File: config.mk
export PLATFORM = sky130hd
export DESIGN_NAME = bram_writeback_ctrl_flat
export DESIGN_NICKNAME = d
export VERILOG_FILES = /design/src/rtl/bram_writeback_ctrl_if.sv /design/src/rtl/bram_writeback_ctrl.sv /design/src/flat_wrapper.sv
export SDC_FILE = /design/constraint.sdc
export NUM_CORES = 1
export LEC_CHECK = 0
export CAP_MARGIN = 20
export CORE_AREA = 2 2 210 212
export CTS_CLUSTER_DIAMETER = 80
export DETAILED_ROUTE_END_ITERATION = 10
export DIE_AREA = 0 0 212 214
export PLACE_DENSITY = 0.57
export SKIP_CTS_REPAIR_TIMING = 1
export SLEW_MARGIN = 5
export SYNTH_ARGS = -nofsm -noshare
export SYNTH_HDL_FRONTEND = slang
export SYNTH_SLANG_ARGS = --single-unit
File: constraint.sdc
create_clock -name clk -period 22.2 [get_ports clk]
set_input_delay 5.55 -clock clk [delete_from_list [all_inputs] [get_ports clk]]
set_output_delay 5.55 -clock clk [all_outputs]
set_load 0.1 [all_outputs]
File: src/rtl/bram_writeback_ctrl_if.sv
// Writeback datapath bundle: upstream result stream in, BRAM Port A write out.
interface bram_writeback_ctrl_if #(
    parameter int unsigned ADDR_WIDTH = 16,
    parameter int unsigned DATA_WIDTH = 256
);
    logic                  in_valid;
    logic [DATA_WIDTH-1:0] in_data;
    logic                  in_ready;
    logic                  bram_en;
    logic                  bram_we;
    logic [ADDR_WIDTH-1:0] bram_addr;
    logic [DATA_WIDTH-1:0] bram_din;

    // Producer / BRAM-observer side
    modport master (
        output in_valid, in_data,
        input  in_ready, bram_en, bram_we, bram_addr, bram_din
    );

    // Writeback controller side
    modport slave (
        input  in_valid, in_data,
        output in_ready, bram_en, bram_we, bram_addr, bram_din
    );
endinterface

File: src/rtl/bram_writeback_ctrl.sv
// Tile writeback controller: streams TILE_WORDS result words into a BRAM
// region selected per tile, with a persistent or ping-pong write pointer.
module bram_writeback_ctrl #(
    parameter int unsigned ADDR_WIDTH   = 16,
    parameter int unsigned DATA_WIDTH   = 256,
    parameter int unsigned REGION_WORDS = 4096,
    parameter int unsigned TILE_WORDS   = 768
) (
    input  logic                  clk,
    input  logic                  rst,
    input  logic                  start_wb,
    input  logic                  reset_addr_counter,
    input  logic [2:0]            Buffer_Select,
    input  logic                  Double_buffering,
    bram_writeback_ctrl_if.slave  bus,
    output logic                  wb_done,
    output logic                  busy
);
    localparam int unsigned HALF_WORDS = REGION_WORDS / 2;
    localparam int unsigned PTR_W      = (REGION_WORDS > 1) ? $clog2(REGION_WORDS) : 1;
    localparam int unsigned CNT_W      = (TILE_WORDS > 1) ? $clog2(TILE_WORDS) + 1 : 1;

    typedef enum logic [1:0] {
        IDLE  = 2'd0,
        WRITE = 2'd1,
        DONE  = 2'd2
    } state_t;

    state_t           state;
    logic [PTR_W-1:0] wr_ptr;
    logic             pp;
    logic [CNT_W-1:0] beat_cnt;
    logic [2:0]       sel_q;
    logic             db_q;

    logic [ADDR_WIDTH-1:0] addr_c;
    logic [PTR_W-1:0]      ptr_limit_c;
    logic [PTR_W-1:0]      ptr_nxt_c;
    logic                  accept_c;
    logic                  last_beat_c;

    // Address of the current beat and next pointer value (wrap at region or half-region)
    always_comb begin
        addr_c      = ADDR_WIDTH'(sel_q) * ADDR_WIDTH'(REGION_WORDS)
                    + ((pp && db_q) ? ADDR_WIDTH'(HALF_WORDS) : ADDR_WIDTH'(0))
                    + ADDR_WIDTH'(wr_ptr);
        ptr_limit_c = db_q ? PTR_W'(HALF_WORDS - 1) : PTR_W'(REGION_WORDS - 1);
        ptr_nxt_c   = (wr_ptr >= ptr_limit_c) ? PTR_W'(0) : wr_ptr + PTR_W'(1);
        accept_c    = bus.in_valid && bus.in_ready;
        last_beat_c = (beat_cnt == CNT_W'(TILE_WORDS - 1));
    end

    // Control FSM, pointer bookkeeping and registered BRAM/handshake outputs
    always_ff @(posedge clk or posedge rst) begin
        if (rst) begin
            state         <= IDLE;
            wr_ptr        <= '0;
            pp            <= 1'b0;
            beat_cnt      <= '0;
            sel_q         <= '0;
            db_q          <= 1'b0;
            bus.in_ready  <= 1'b0;
            bus.bram_en   <= 1'b0;
            bus.bram_we   <= 1'b0;
            bus.bram_addr <= '0;
            bus.bram_din  <= '0;
            wb_done       <= 1'b0;
            busy          <= 1'b0;
        end else begin
            bus.bram_en <= 1'b0;
            bus.bram_we <= 1'b0;
            wb_done     <= 1'b0;
            case (state)
                IDLE: begin
                    // Clear takes effect before a coincident start
                    if (reset_addr_counter) begin
                        wr_ptr <= '0;
                        pp     <= 1'b0;
                    end
                    if (start_wb) begin
                        sel_q        <= Buffer_Select;
                        db_q         <= Double_buffering;
                        beat_cnt     <= '0;
                        bus.in_ready <= 1'b1;
                        busy         <= 1'b1;
                        state        <= WRITE;
                    end
                end
                WRITE: begin
                    if (accept_c) begin
                        bus.bram_en   <= 1'b1;
                        bus.bram_we   <= 1'b1;
                        bus.bram_addr <= addr_c;
                        bus.bram_din  <= DATA_WIDTH'(bus.in_data);
                        beat_cnt      <= beat_cnt + CNT_W'(1);
                        if (last_beat_c) begin
                            bus.in_ready <= 1'b0;
                            wb_done      <= 1'b1;
                            state        <= DONE;
                            if (db_q) begin
                                pp     <= ~pp;
                                wr_ptr <= '0;
                            end else begin
                                wr_ptr <= ptr_nxt_c;
                            end
                        end else begin
                            wr_ptr <= ptr_nxt_c;
                        end
                    end
                end
                DONE: begin
                    busy  <= 1'b0;
                    state <= IDLE;
                end
                default: begin
                    bus.in_ready <= 1'b0;
                    busy         <= 1'b0;
                    state        <= IDLE;
                end
            endcase
        end
    end
endmodule
File: src/flat_wrapper.sv
// flat-port wrapper written by rule: the top's interface ports become plain ports
module bram_writeback_ctrl_flat 
#(
    parameter int unsigned ADDR_WIDTH   = 16,
    parameter int unsigned DATA_WIDTH   = 256,
    parameter int unsigned REGION_WORDS = 4096,
    parameter int unsigned TILE_WORDS   = 768
)
  (clk, rst, start_wb, reset_addr_counter, Buffer_Select, Double_buffering, wb_done, busy, bus_in_valid, bus_in_data, bus_in_ready, bus_bram_en, bus_bram_we, bus_bram_addr, bus_bram_din);
  bram_writeback_ctrl_if #(.ADDR_WIDTH(ADDR_WIDTH), .DATA_WIDTH(DATA_WIDTH)) bus_i ();
  input  logic clk;
  input  logic rst;
  input  logic start_wb;
  input  logic reset_addr_counter;
  input  logic [2:0] Buffer_Select;
  input  logic Double_buffering;
  output logic wb_done;
  output logic busy;
  input wire logic [$bits(bus_i.in_valid)-1:0] bus_in_valid;
  input wire logic [$bits(bus_i.in_data)-1:0] bus_in_data;
  output wire logic [$bits(bus_i.in_ready)-1:0] bus_in_ready;
  output wire logic [$bits(bus_i.bram_en)-1:0] bus_bram_en;
  output wire logic [$bits(bus_i.bram_we)-1:0] bus_bram_we;
  output wire logic [$bits(bus_i.bram_addr)-1:0] bus_bram_addr;
  output wire logic [$bits(bus_i.bram_din)-1:0] bus_bram_din;
  assign bus_i.in_valid = bus_in_valid;
  assign bus_i.in_data = bus_in_data;
  assign bus_in_ready = bus_i.in_ready;
  assign bus_bram_en = bus_i.bram_en;
  assign bus_bram_we = bus_i.bram_we;
  assign bus_bram_addr = bus_i.bram_addr;
  assign bus_bram_din = bus_i.bram_din;
  bram_writeback_ctrl #(.ADDR_WIDTH(ADDR_WIDTH), .DATA_WIDTH(DATA_WIDTH), .REGION_WORDS(REGION_WORDS), .TILE_WORDS(TILE_WORDS)) u_core (.clk(clk), .rst(rst), .start_wb(start_wb), .reset_addr_counter(reset_addr_counter), .Buffer_Select(Buffer_Select), .Double_buffering(Double_buffering), .bus(bus_i), .wb_done(wb_done), .busy(busy));
endmodule
# Word level (Yosys, flattened, before mapping)
# Index checks and enable logic that the tools add are counted.
[word_totals] in_bits=265 wordCells=70 ff_bits=306 output_inout_bits=277
[classes] order_cmp=1 n_addsub=4 n_bitwise=3 n_mux=30 reduce_logical=12 eq_ne=8
[op_table] operator="2-to-1 mux 12 bit" n=7
[op_table] operator="one-hot mux 12 bit (2 select lines)" n=1
[op_table] operator="2-to-1 mux 11 bit" n=2
[op_table] operator="one-hot mux 11 bit (2 select lines)" n=1
[op_table] operator="adder 15 x 16 -> 16 bit" n=1
[op_table] operator="adder 16 x 12 -> 16 bit" n=1
[op_table] operator="adder 12 x 1 -> 12 bit (second input constant)" n=1
[op_table] operator=">= comparator 12 bit" n=1
[op_table] operator="2-to-1 mux 1 bit" n=12
[op_table] operator="adder 11 x 1 -> 11 bit (second input constant)" n=1
[op_table] operator="== test 11 x 10 -> 1 bit (second input constant)" n=1
[op_table] operator="AND reduction 3 bit" n=3
[op_table] operator="2-to-1 mux 2 bit" n=3
[op_table] operator="!= test 2 x 1 -> 1 bit (second input constant)" n=3
[op_table] operator="AND reduction 2 bit" n=3
[op_table] operator="AND reduction 5 bit" n=1
[op_table] operator="!= test 2 bit (second input constant)" n=2
[op_table] operator="one-hot mux 1 bit (2 select lines)" n=2
[op_table] operator="one-hot mux 2 bit (2 select lines)" n=1
[op_table] operator="AND reduction 4 bit" n=1
[op_table] operator="inverter 1 bit" n=3
[op_table] operator="one-hot mux 1 bit (3 select lines)" n=1
[op_table] operator="== test 2 x 1 -> 1 bit (second input constant)" n=1
[op_table] operator="== test 2 bit (second input constant)" n=1
[op_table] operator="other kinds (3)" n=4

# Logic depth before layout (Yosys ltp)
# Gate-level depths: netlist of the first run.
[depth] depth_word=7 ltp_mapped=6 mapped_depth_nobuf=6

# Worst setup path before layout of the first run
# OpenSTA, ideal clock, no wires.
[synth_path] path_kind="register to output" startpoint="reg, netlist name u_core.bus.bram_en" endpoint="out bus_bram_we" n_path_buf=1 required_ns=16.650 setup_slack_ns=15.326 stages_incl_launch_ff=2 t_arrival_ns=1.324 path_cell_list="dfrtp_1 > buf_4"
[synth_rtl] item="to (decl)" line_no="flat_wrapper.sv:23" rtl="output wire logic [$bits(bus_i.bram_we)-1:0] bus_bram_we;"

# Final worst setup path of the first run
[layout_path] startpoint="in bus_in_valid" endpoint="reg u_core.bus.bram_din[150]"
[layout_between] elab_chain_len=2
[layout_lines] item="from (decl)" line_no="flat_wrapper.sv:19" rtl="input wire logic [$bits(bus_i.in_valid)-1:0] bus_in_valid;"
[layout_lines] item="logical AND 1 bit" line_no="bram_writeback_ctrl.sv:49" rtl="accept_c = bus.in_valid && bus.in_ready;"
[layout_lines] item="AND reduction 2 bit (no source line)"
[layout_lines] item="to (signal assigned)" line_no="bram_writeback_ctrl.sv:94" rtl="bus.bram_din <= DATA_WIDTH'(bus.in_data);"
[layout_lines] item="to (decl)" line_no="bram_writeback_ctrl_if.sv:23" rtl="output in_ready, bram_en, bram_we, bram_addr, bram_din"
# Every way passes these cells.
# A chain may end at the register's enable or synchronous reset.

==> impl_metrics.tcl, run 1 <==
set metrics [dict create \
    synth_compound_area_frac 0.0193 \
    fin_hold_ws_ns 0.468 \
    synth_top_family_by_area "simple AND/OR/NAND/NOR gates" \
    synth_cell_types 38 \
    pin_count 542 \
    synthAdderAreaFrac 0.00524 \
    nNetsFinal 2124 \
    worst_setup_path_end_kind "flip-flop" \
    p_sw_uw 249 \
    fmax_mhz 128 \
    synth_seq_cells 306 \
    slowest_stage "inv_8" \
    hold_depth 2 \
    htreeDepth 2 \
    synth_ff_type "dfrtp_1" \
    muxShareOfSynthArea 0 \
    r2r-end "u_core.bus.bram_din[150]" \
    power_mw 1.17 \
    worstMarginPinSlew_ns 1.30 \
    dieArea_mm2 0.0454 \
    cp-start-kind "input port" \
    arrival_ns 8.29 \
    cts_made_buffers 37 \
    p_seq_frac 0.476 \
    place.gp.congestion 0.758 \
    min_period_over_period 0.353 \
    die_h_um 214 \
    antenna_found_initial 2 \
    async_reset_ff_frac 1.00 \
    layout-drive-gt1-share 0.0364 \
    synth_edf_count 0 \
    cts.path.max_buffers 3 \
    finalHoldViolCount 0 \
    antenna_cells 0 \
    power.share.clock 0.473 \
    rsz0062_at_grt "no" \
    seq_area_mm2 0.00766 \
    setup.worst_path.class "input port to flip-flop" \
    synthCells 1332 \
    hold_path.class "flip-flop to flip-flop" \
    grt_pass1_vias 10400 \
    synth_seq_area_share 0.642 \
    synthesis.nets 1602 \
    synthSimpleGateAreaFrac 0.300 \
    clock_sinks 306 \
    crit_fanout 169 \
    cp.required_ns 22.66 \
    ff2ff_setup_slack_ns 19.41 \
    worstPathCellList "clkdlybuf4s50_1, nand4b_1, inv_8, buf_4, buf_16, nand2_1, nand2_1" \
    yosysWarningCount 0 \
    slew_viol_final 0 \
    whs_endpoint "u_core.bus.bram_din[65]" \
    grt_pass1_wl_um 59400 \
    multiInputGateArea_mm2 0.00396 \
    viasPerCell 4.23 \
    initial_core_util 0.278 \
    ant_nets 0 \
    dpl.hpwl_um 26600 \
    final_common_cell "nand2_1" \
    p_per_area_mw_per_mm2 61.8 \
    finalCriticalPeriod_ns 7.83 \
    grt_usage 0.166 \
    reg2reg_depth 6 \
    tns_ns 0 \
    layout_common_cells "843 x nand2_1, 541 x clkdlybuf4s50_1, 306 x dfrtp_1, 37 x clkbuf_16, 19 x nand3_1" \
    wl_um 38600 \
    clock_latency_ns 0.53 \
    coreArea_mm2 0.0429 \
    clk_pin_slew_worst_paths_ns 0.05 \
    max_slew_margin 0.134 \
    vias 10400 \
    wl_per_cell_um 15.7 \
    p_comb_frac 0.051 \
    drt_pass1_iterations 4 \
    setup_viol 0 \
    numPortBuffers 541 \
    status "complete, no violations" \
    min_from "u_core.bus.bram_din[65]" \
    crit_top_cell "nand2_1" \
    dieWidth_um 212 \
    grt_overflow_total 0 \
    cpPeakStageDelay_ns 0.71 \
    skew_ns 0.00939 \
    fillCellCount 4201 \
    areaGrowthSynthToFinish_pct 59.0 \
    cts_tree "built" \
    num_rows 76 \
    drv_cap 0 \
    intPower_uw 924 \
    r2r_start "u_core.state[1]" \
    drt_iter0_drc 511 \
    p_leak_nw 9.46 \
    synth_xor_area_frac 0.00734 \
    swShare 0.213 \
    remaining_drc_errors 0 \
    syn_area_mm2 0.0119 \
    ir_drop_mv 0.0589 \
    cts-root-buf "clkbuf_16" \
    synth_area_per_cell_um2 8.96 \
    grt_max_degree 212 \
]
-- metrics by stage --
stage / setup WS (ns) / utilization / instances / instance area, um^2
2_1_floorplan: 8.19 / - / 1332 / 11900
5_1_grt: 14.19 / 0.442 / 2453 / 19000
4_1_cts: 14.07 / 0.442 / 2452 / 18900
3_3_place_gp: 13.56 / 0.417 / 2399 / 17900
6_report: 14.37 / 0.442 / 2453 / 19000
3_5_place_dp: 13.50 / 0.417 / 2399 / 17900
-- kinds of logic (layout without fill, tap and decap cells) --
| group | Yosys count | in the layout |
|---|---|---|
| xor+xnor | 10 | 10 |
| compound gates | 30 | 30 |
| buf+inv | 72 | 608 |
| simple gates | 909 | 909 |
| flops | 306 | 306 |
| fa+ha+maj | 5 | 5 |
-- how the worst max path moves through the flow --
stage	depth (start not counted)	from	end
2_1_floorplan	1	rst	u_core.beat_cnt[0]
3_3_place_gp	6	bus_in_valid	u_core.bus.bram_din[78]
3_5_place_dp	6	bus_in_valid	u_core.bus.bram_din[67]
4_1_cts	6	bus_in_valid	u_core.bus.bram_din[67]
5_1_grt	7	bus_in_valid	u_core.bus.bram_din[94]
6_report	7	bus_in_valid	u_core.bus.bram_din[150]
-- area by class of cell --
type | instances | area share
repair buffers | 548 | 0.291
inverters | 7 | 0.00218
clock buffers | 44 | 0.0518
well taps | 585 | 0.0386
multi-input cells | 954 | 0.209
clock inverters | 9 | 0.00455
flip-flops and latches | 306 | 0.404
-- critical path, delay by kind of cell --
kind,cells,cell delay [ns]
AND/OR/NAND/NOR,3,0.50
buffers and inverters,4,2.07
-- routing by layer --
metal | up-vias | GRT usage | wire, um
met4 | 4 | 0.0615 | 1110
met5 | - | 0 | 27
met3 | 67 | 0.0589 | 3610
met1 | 4793 | 0.197 | 15700
li1 | 5136 | - | -
met2 | 367 | 0.277 | 18100
-- power by group through the flow --
stage               clock network (mW)  logic (mW)  registers, mW
floorplan                            0     0.00907          0.569
global placement                     0      0.0609          0.569
detailed placement                   0      0.0610          0.569
CTS                              0.577      0.0614          0.559
global route                     0.598      0.0650          0.558
finish                           0.554      0.0598          0.559
-- cells in the mapped netlist, drive strengths merged, types with 2 or more instances --
cell / number / share of area
a21oi: 3 / 0.0013
and2: 6 / 0.0031
buf: 40 / 0.017
clkbuf: 25 / 0.0079
dfrtp: 306 / 0.64
ha: 5 / 0.0052
inv: 7 / 0.0022
nand2: 844 / 0.27
nand2b: 2 / 0.0010
nand3: 19 / 0.0080
nand4: 6 / 0.0031
nand4b: 3 / 0.0022
nor2: 12 / 0.0038
nor3: 6 / 0.0035
nor4: 3 / 0.0021
o21ai: 14 / 0.0059
o311ai: 5 / 0.0068
o31ai: 2 / 0.0013
or3: 2 / 0.0010
xnor2: 4 / 0.0029
xor2: 6 / 0.0044
-- sequential cells by signal, summed over array words and instances (netlist names) --
register / flops
u_core.bus.in_ready: 1
u_core.bus.bram_addr: 16
u_core.bus.bram_din: 256
u_core.pp: 1
u_core.db_q: 1
u_core.wr_ptr: 12
u_core.bus.bram_en: 1
u_core.sel_q: 3
u_core.beat_cnt: 11
u_core.state: 2
u_core.busy: 1
u_core.wb_done: 1
(Power assumes the default switching activity.)
==> run 2, diff against run 1 <==
Settings changed: CORE_AREA 2 2 210 212 to 2 2 209 211, DIE_AREA 0 0 212 214 to 0 0 211 213, PLACE_DENSITY 0.57 to 0.6.
Clock period 22.2 ns to 6.5 ns, I/O delays scaled along.
==> run 2 against run 1 <==
Net effect: first-iteration DRC count is 16% higher; worst hold slack worse by 0.00069 ns; clock skew is 0.012 ns higher; cell area is 0.44% higher; cell count is 1.0% lower; die area is 0.94% lower; clock-buffer cell count is 12 higher; largest power group is now the clock network.
==> impl_metrics.tcl, run 2 (synthesized netlist as in run 1, its figures left out) <==
set metrics [dict create \
    fillCellCount 4152 \
    wl_per_cell_um 16.1 \
    busiest_layer "met2" \
    wl_um 39000 \
    coreArea_mm2 0.0427 \
    status "complete, no violations" \
    grtUsageMet3 0.0606 \
    final_core_util 0.446 \
    rsz0062_at_grt "no" \
    place.gp.congestion 0.776 \
    worstMarginPinSlew_ns 1.10 \
    clk_pin_slew_worst_paths_ns 0.06 \
    tns_ns 0 \
    final_cells 2428 \
    cts_tree "built" \
    placed_area_mm2 0.0179 \
    ff2ff_setup_slack_ns 3.54 \
    dpl.hpwl_um 27200 \
    crit_fanout 190 \
    cts-root-buf "clkbuf_16" \
    final_common_cell "nand2_1" \
    grt_max_degree 191 \
    reg2reg_depth 5 \
    worst_setup_path_end_kind "flip-flop" \
    grt_usage 0.168 \
    finalCriticalPeriod_ns 4.00 \
    ant_nets 0 \
    areaGrowthSynthToFinish_pct 59.7 \
    largest_register "u_core.bus.bram_din" \
    layout_common_cells "843 x nand2_1, 541 x clkdlybuf4s50_1, 306 x dfrtp_1, 39 x clkbuf_16, 19 x nand3_1" \
    antenna_cells 0 \
    min_period_over_period 0.616 \
    fin_area_mm2 0.0191 \
    cts_made_buffers 37 \
    setup.worst_path.class "input port to flip-flop" \
    cts.path.max_buffers 3 \
    skew_ns 0.0218 \
    hold_path.class "flip-flop to flip-flop" \
    die_h_um 213 \
    clock_latency_ns 0.54 \
    nNetsFinal 2125 \
    max_slew_margin 0.263 \
    slew_viol_final 0 \
    antenna_found_initial 0 \
    setup_viol 0 \
    top_regs "u_core.bus.bram_din: 256 flops, u_core.bus.bram_addr: 16 flops, u_core.wr_ptr: 12 flops" \
    grt_overflow_total 0 \
    fin_hold_ws_ns 0.468 \
    whs_endpoint "u_core.bus.bram_din[148]" \
    min_from "u_core.bus.bram_din[148]" \
    vias 10500 \
    dp_cells 2362 \
    dieArea_mm2 0.0449 \
    arrival_ns 4.47 \
    drt_pass1_iterations 4 \
    critPathLaunch "bus_in_valid" \
    dieWidth_um 211 \
    htreeDepth 2 \
    cp-start-kind "input port" \
    initial_core_util 0.279 \
    fin_ws_ns 2.50 \
    drv_cap 0 \
    power_mw 4.14 \
    p_leak_nw 9.51 \
    viasPerCell 4.32 \
    drt_iter0_drc 593 \
    p_per_area_mw_per_mm2 217 \
    ir_drop_mv 0.173 \
    remaining_drc_errors 0 \
    r2r_start "u_core.state[1]" \
    grt_pass1_vias 10700 \
    clock_sinks 306 \
    largest_register_ffs 256 \
    finalHoldViolCount 0 \
    grt_pass1_wl_um 59800 \
    layout-drive-gt1-share 0.0399 \
    met1_usage 0.207 \
    met2_usage 0.275 \
    r2r-end "u_core.bus.bram_din[73]" \
    num_rows 76 \
    hold_depth 2 \
    pin_count 542 \
    numPortBuffers 541 \
    cp.required_ns 6.97 \
    fmax_mhz 250 \
    pre_cts_slack_ns 2.09 \
]
==> run 2: final cells by class <==
| class | instances | area, um^2 | share of cell area |
|---|---|---|---|
| flip-flops and latches | 306 | 7660 | 0.402 |
| repair buffers | 549 | 5530 | 0.290 |
| multi-input cells | 954 | 3960 | 0.208 |
| clock buffers | 56 | 1100 | 0.0577 |
| well taps | 546 | 683 | 0.0359 |
| clock inverters | 10 | 91.3 | 0.00479 |
| inverters | 7 | 37.5 | 0.00197 |
==> run 2: layer usage <==
layer  vias up  wire length, um
met5         -                0
met4         0             1090
met3        64             3330
met2       394            18200
met1      4893            16400
li1       5150                -
==> run 2: how the worst max path moves through the flow <==
stage | endpoint | cells after the start | slack, ns
after floorplan | u_core.beat_cnt[0] | 1 | 0.80
after global placement | u_core.bus.bram_din[80] | 6 | 2.16
after detailed placement | u_core.bus.bram_din[67] | 6 | 2.09
after CTS | u_core.bus.bram_din[255] | 6 | 2.64
after global routing | u_core.bus.bram_din[202] | 6 | 2.36
final | u_core.bus.bram_din[73] | 6 | 2.50
==> run 2: critical path, cell delays in order <==
cell	delay (ns)
clkdlybuf4s50_1	0.48
nand4b_1	0.31
buf_12	0.60
buf_4	0.87
nand2_1	0.16
nand2_1	0.10
==> run 2: report_power, final <==
part	switching, mW	internal [mW]	leakage [nW]
sequential	0.00142	1.91	4.24
combinational	0.0630	0.143	4.69
clock	0.817	1.21	0.580
==> run 3, diff against run 2 <==
Settings changed: CORE_AREA 2 2 209 211 to 2 2 211 213, DIE_AREA 0 0 211 213 to 0 0 213 215, PLACE_DENSITY 0.6 to 0.57.
Clock period 6.5 ns to 3.8 ns, I/O delays scaled along.
==> run 3 against run 2 <==
Net effect: setup slack worse by 1.8 ns; worst hold slack better by 0.0022 ns; sequential share of layout area down 0.35 points; power up 72%; wire length up 1.8%; sequential power up 71%; critical path type is now flip-flop to output pin.
==> impl_metrics.tcl, run 3 (synthesized netlist as in run 1, its figures left out) <==
set metrics [dict create \
    fmax_mhz 327 \
    dpl.hpwl_um 28600 \
    rsz0062_at_grt "no" \
    grt_usage 0.171 \
    setup.worst_path.class "flip-flop to output pin" \
    grt_pass1_vias 11000 \
    grt_pass1_wl_um 61300 \
    vias 10600 \
    layout-drive-gt1-share 0.0703 \
    arrival_ns 2.11 \
    fillCellCount 4258 \
    finalCriticalPeriod_ns 3.06 \
    drt_pass1_iterations 5 \
    fin_area_mm2 0.0192 \
    clk_pin_slew_worst_paths_ns 0.06 \
    cts.path.max_buffers 3 \
    worst_setup_path_end_kind "output pin" \
    cts_tree "built" \
    dieArea_mm2 0.0458 \
    worstPathCellList "clkdlybuf4s50_1" \
    antenna_found_initial 0 \
    cpPeakStageDelay_ns 1.16 \
    finalHoldViolCount 0 \
    grt_max_degree 136 \
    antenna_cells 0 \
    numPortBuffers 541 \
    max_slew_margin 0.274 \
    worstMarginPinSlew_ns 1.09 \
    path_depth 1 \
    drt_iter0_drc 708 \
    coreArea_mm2 0.0436 \
    crit_fanout 2 \
    cp.required_ns 2.85 \
    largest_register "u_core.bus.bram_din" \
    ant_nets 0 \
    initial_core_util 0.273 \
    ff2ff_setup_slack_ns 1.61 \
    viasPerCell 4.25 \
    dieWidth_um 213 \
    path_delay_family "buffers and inverters" \
    p_per_area_mw_per_mm2 370 \
    skew_ns 0.0137 \
    place.gp.congestion 0.814 \
    wl_per_cell_um 15.9 \
    fin_hold_ws_ns 0.470 \
    areaGrowthSynthToFinish_pct 61.1 \
    placed_area_mm2 0.0180 \
    fin_ws_ns 0.742 \
    cp-start-kind "flip-flop" \
    ir_drop_mv 0.306 \
    die_h_um 215 \
    clock_sinks 306 \
    drv_cap 0 \
    htreeDepth 2 \
    grt_overflow_total 0 \
    reg2reg_depth 5 \
    cts_made_buffers 38 \
    cts-root-buf "clkbuf_16" \
    final_common_cell "nand2_1" \
    layout_common_cells "843 x nand2_1, 500 x clkdlybuf4s50_1, 306 x dfrtp_1, 61 x buf_4, 41 x clkbuf_16" \
    critPathLaunch "u_core.bus.bram_din[220]" \
    slowest_stage "clkdlybuf4s50_1" \
    r2r-end "u_core.bus.bram_din[201]" \
    status "complete, no violations" \
    power_mw 7.11 \
    nNetsFinal 2146 \
    num_rows 77 \
    remaining_drc_errors 0 \
    pin_count 542 \
    setup_viol 0 \
    r2r_start "u_core.state[1]" \
    slew_viol_final 0 \
    largest_register_ffs 256 \
    clock_latency_ns 0.54 \
    hold_path.class "flip-flop to flip-flop" \
    pre_cts_slack_ns 0.592 \
    tns_ns 0 \
    cp-endpoint "bus_bram_din[220]" \
    min_period_over_period 0.805 \
    p_leak_nw 9.72 \
    crit_buf_inv 1 \
    top_regs "u_core.bus.bram_din: 256 flops, u_core.bus.bram_addr: 16 flops, u_core.wr_ptr: 12 flops" \
    wl_um 39700 \
]
## run 3: changes by cell type in the layout (fill, tap and decap cells not counted), moves of 2 or more
| cell | before | now |
|---|---|---|
| buf_4 | 4 | 61 |
| clkbuf_16 | 39 | 41 |
| clkinvlp_4 | 3 | 1 |
| buf_12 | 4 | 8 |
| clkbuf_1 | 11 | 16 |
| clkdlybuf4s50_1 | 541 | 500 |
## run 3: worst min path at each step
stage / from / end / slack [ns] / cells after the start
after floorplan: u_core.pp / u_core.pp / 0.45 / 1
after global placement: u_core.bus.bram_din[29] / u_core.bus.bram_din[29] / 0.46 / 2
after detailed placement: u_core.bus.bram_din[248] / u_core.bus.bram_din[248] / 0.46 / 2
after CTS: u_core.bus.bram_din[205] / u_core.bus.bram_din[205] / 0.47 / 2
after global routing: u_core.bus.bram_din[44] / u_core.bus.bram_din[44] / 0.49 / 2
final: u_core.bus.bram_din[186] / u_core.bus.bram_din[186] / 0.47 / 2
## run 3: area by class of cell
cell class | instances | area (um^2) | share of cell area
Inverter | 7 | 37.5 | 0.00195
Sequential cell | 306 | 7660 | 0.398
Clock inverter | 7 | 46.3 | 0.00241
Tap cell | 592 | 741 | 0.0385
Timing Repair Buffer | 569 | 5620 | 0.293
Multi-Input combinational cell | 954 | 3960 | 0.206
Clock buffer | 62 | 1150 | 0.0601
## run 3: metrics by stage
step | utilization | instances
after floorplan | - | 1332
after global placement | 0.413 | 2428
after detailed placement | 0.413 | 2428
after CTS | 0.440 | 2497
after global routing | 0.440 | 2497
final | 0.440 | 2497
## run 3: metal layers
layer / part of all wire / vias to the layer above / global-route usage / routed length, um
met4: 0.030 / 0 / 0.0597 / 1200
met2: 0.47 / 422 / 0.284 / 18600
met5: 0 / - / 0 / 0
li1: - / 5184 / - / -
met3: 0.10 / 65 / 0.0658 / 4020
met1: 0.40 / 4945 / 0.200 / 15900
## run 3: power breakdown
group / total [mW] / switching, mW / leakage, nW / internal [mW]
combinational: 0.369 / 0.115 / 4.89 / 0.254
sequential: 3.26 / 0.00263 / 4.24 / 3.26
clock: 3.48 / 1.39 / 0.589 / 2.08
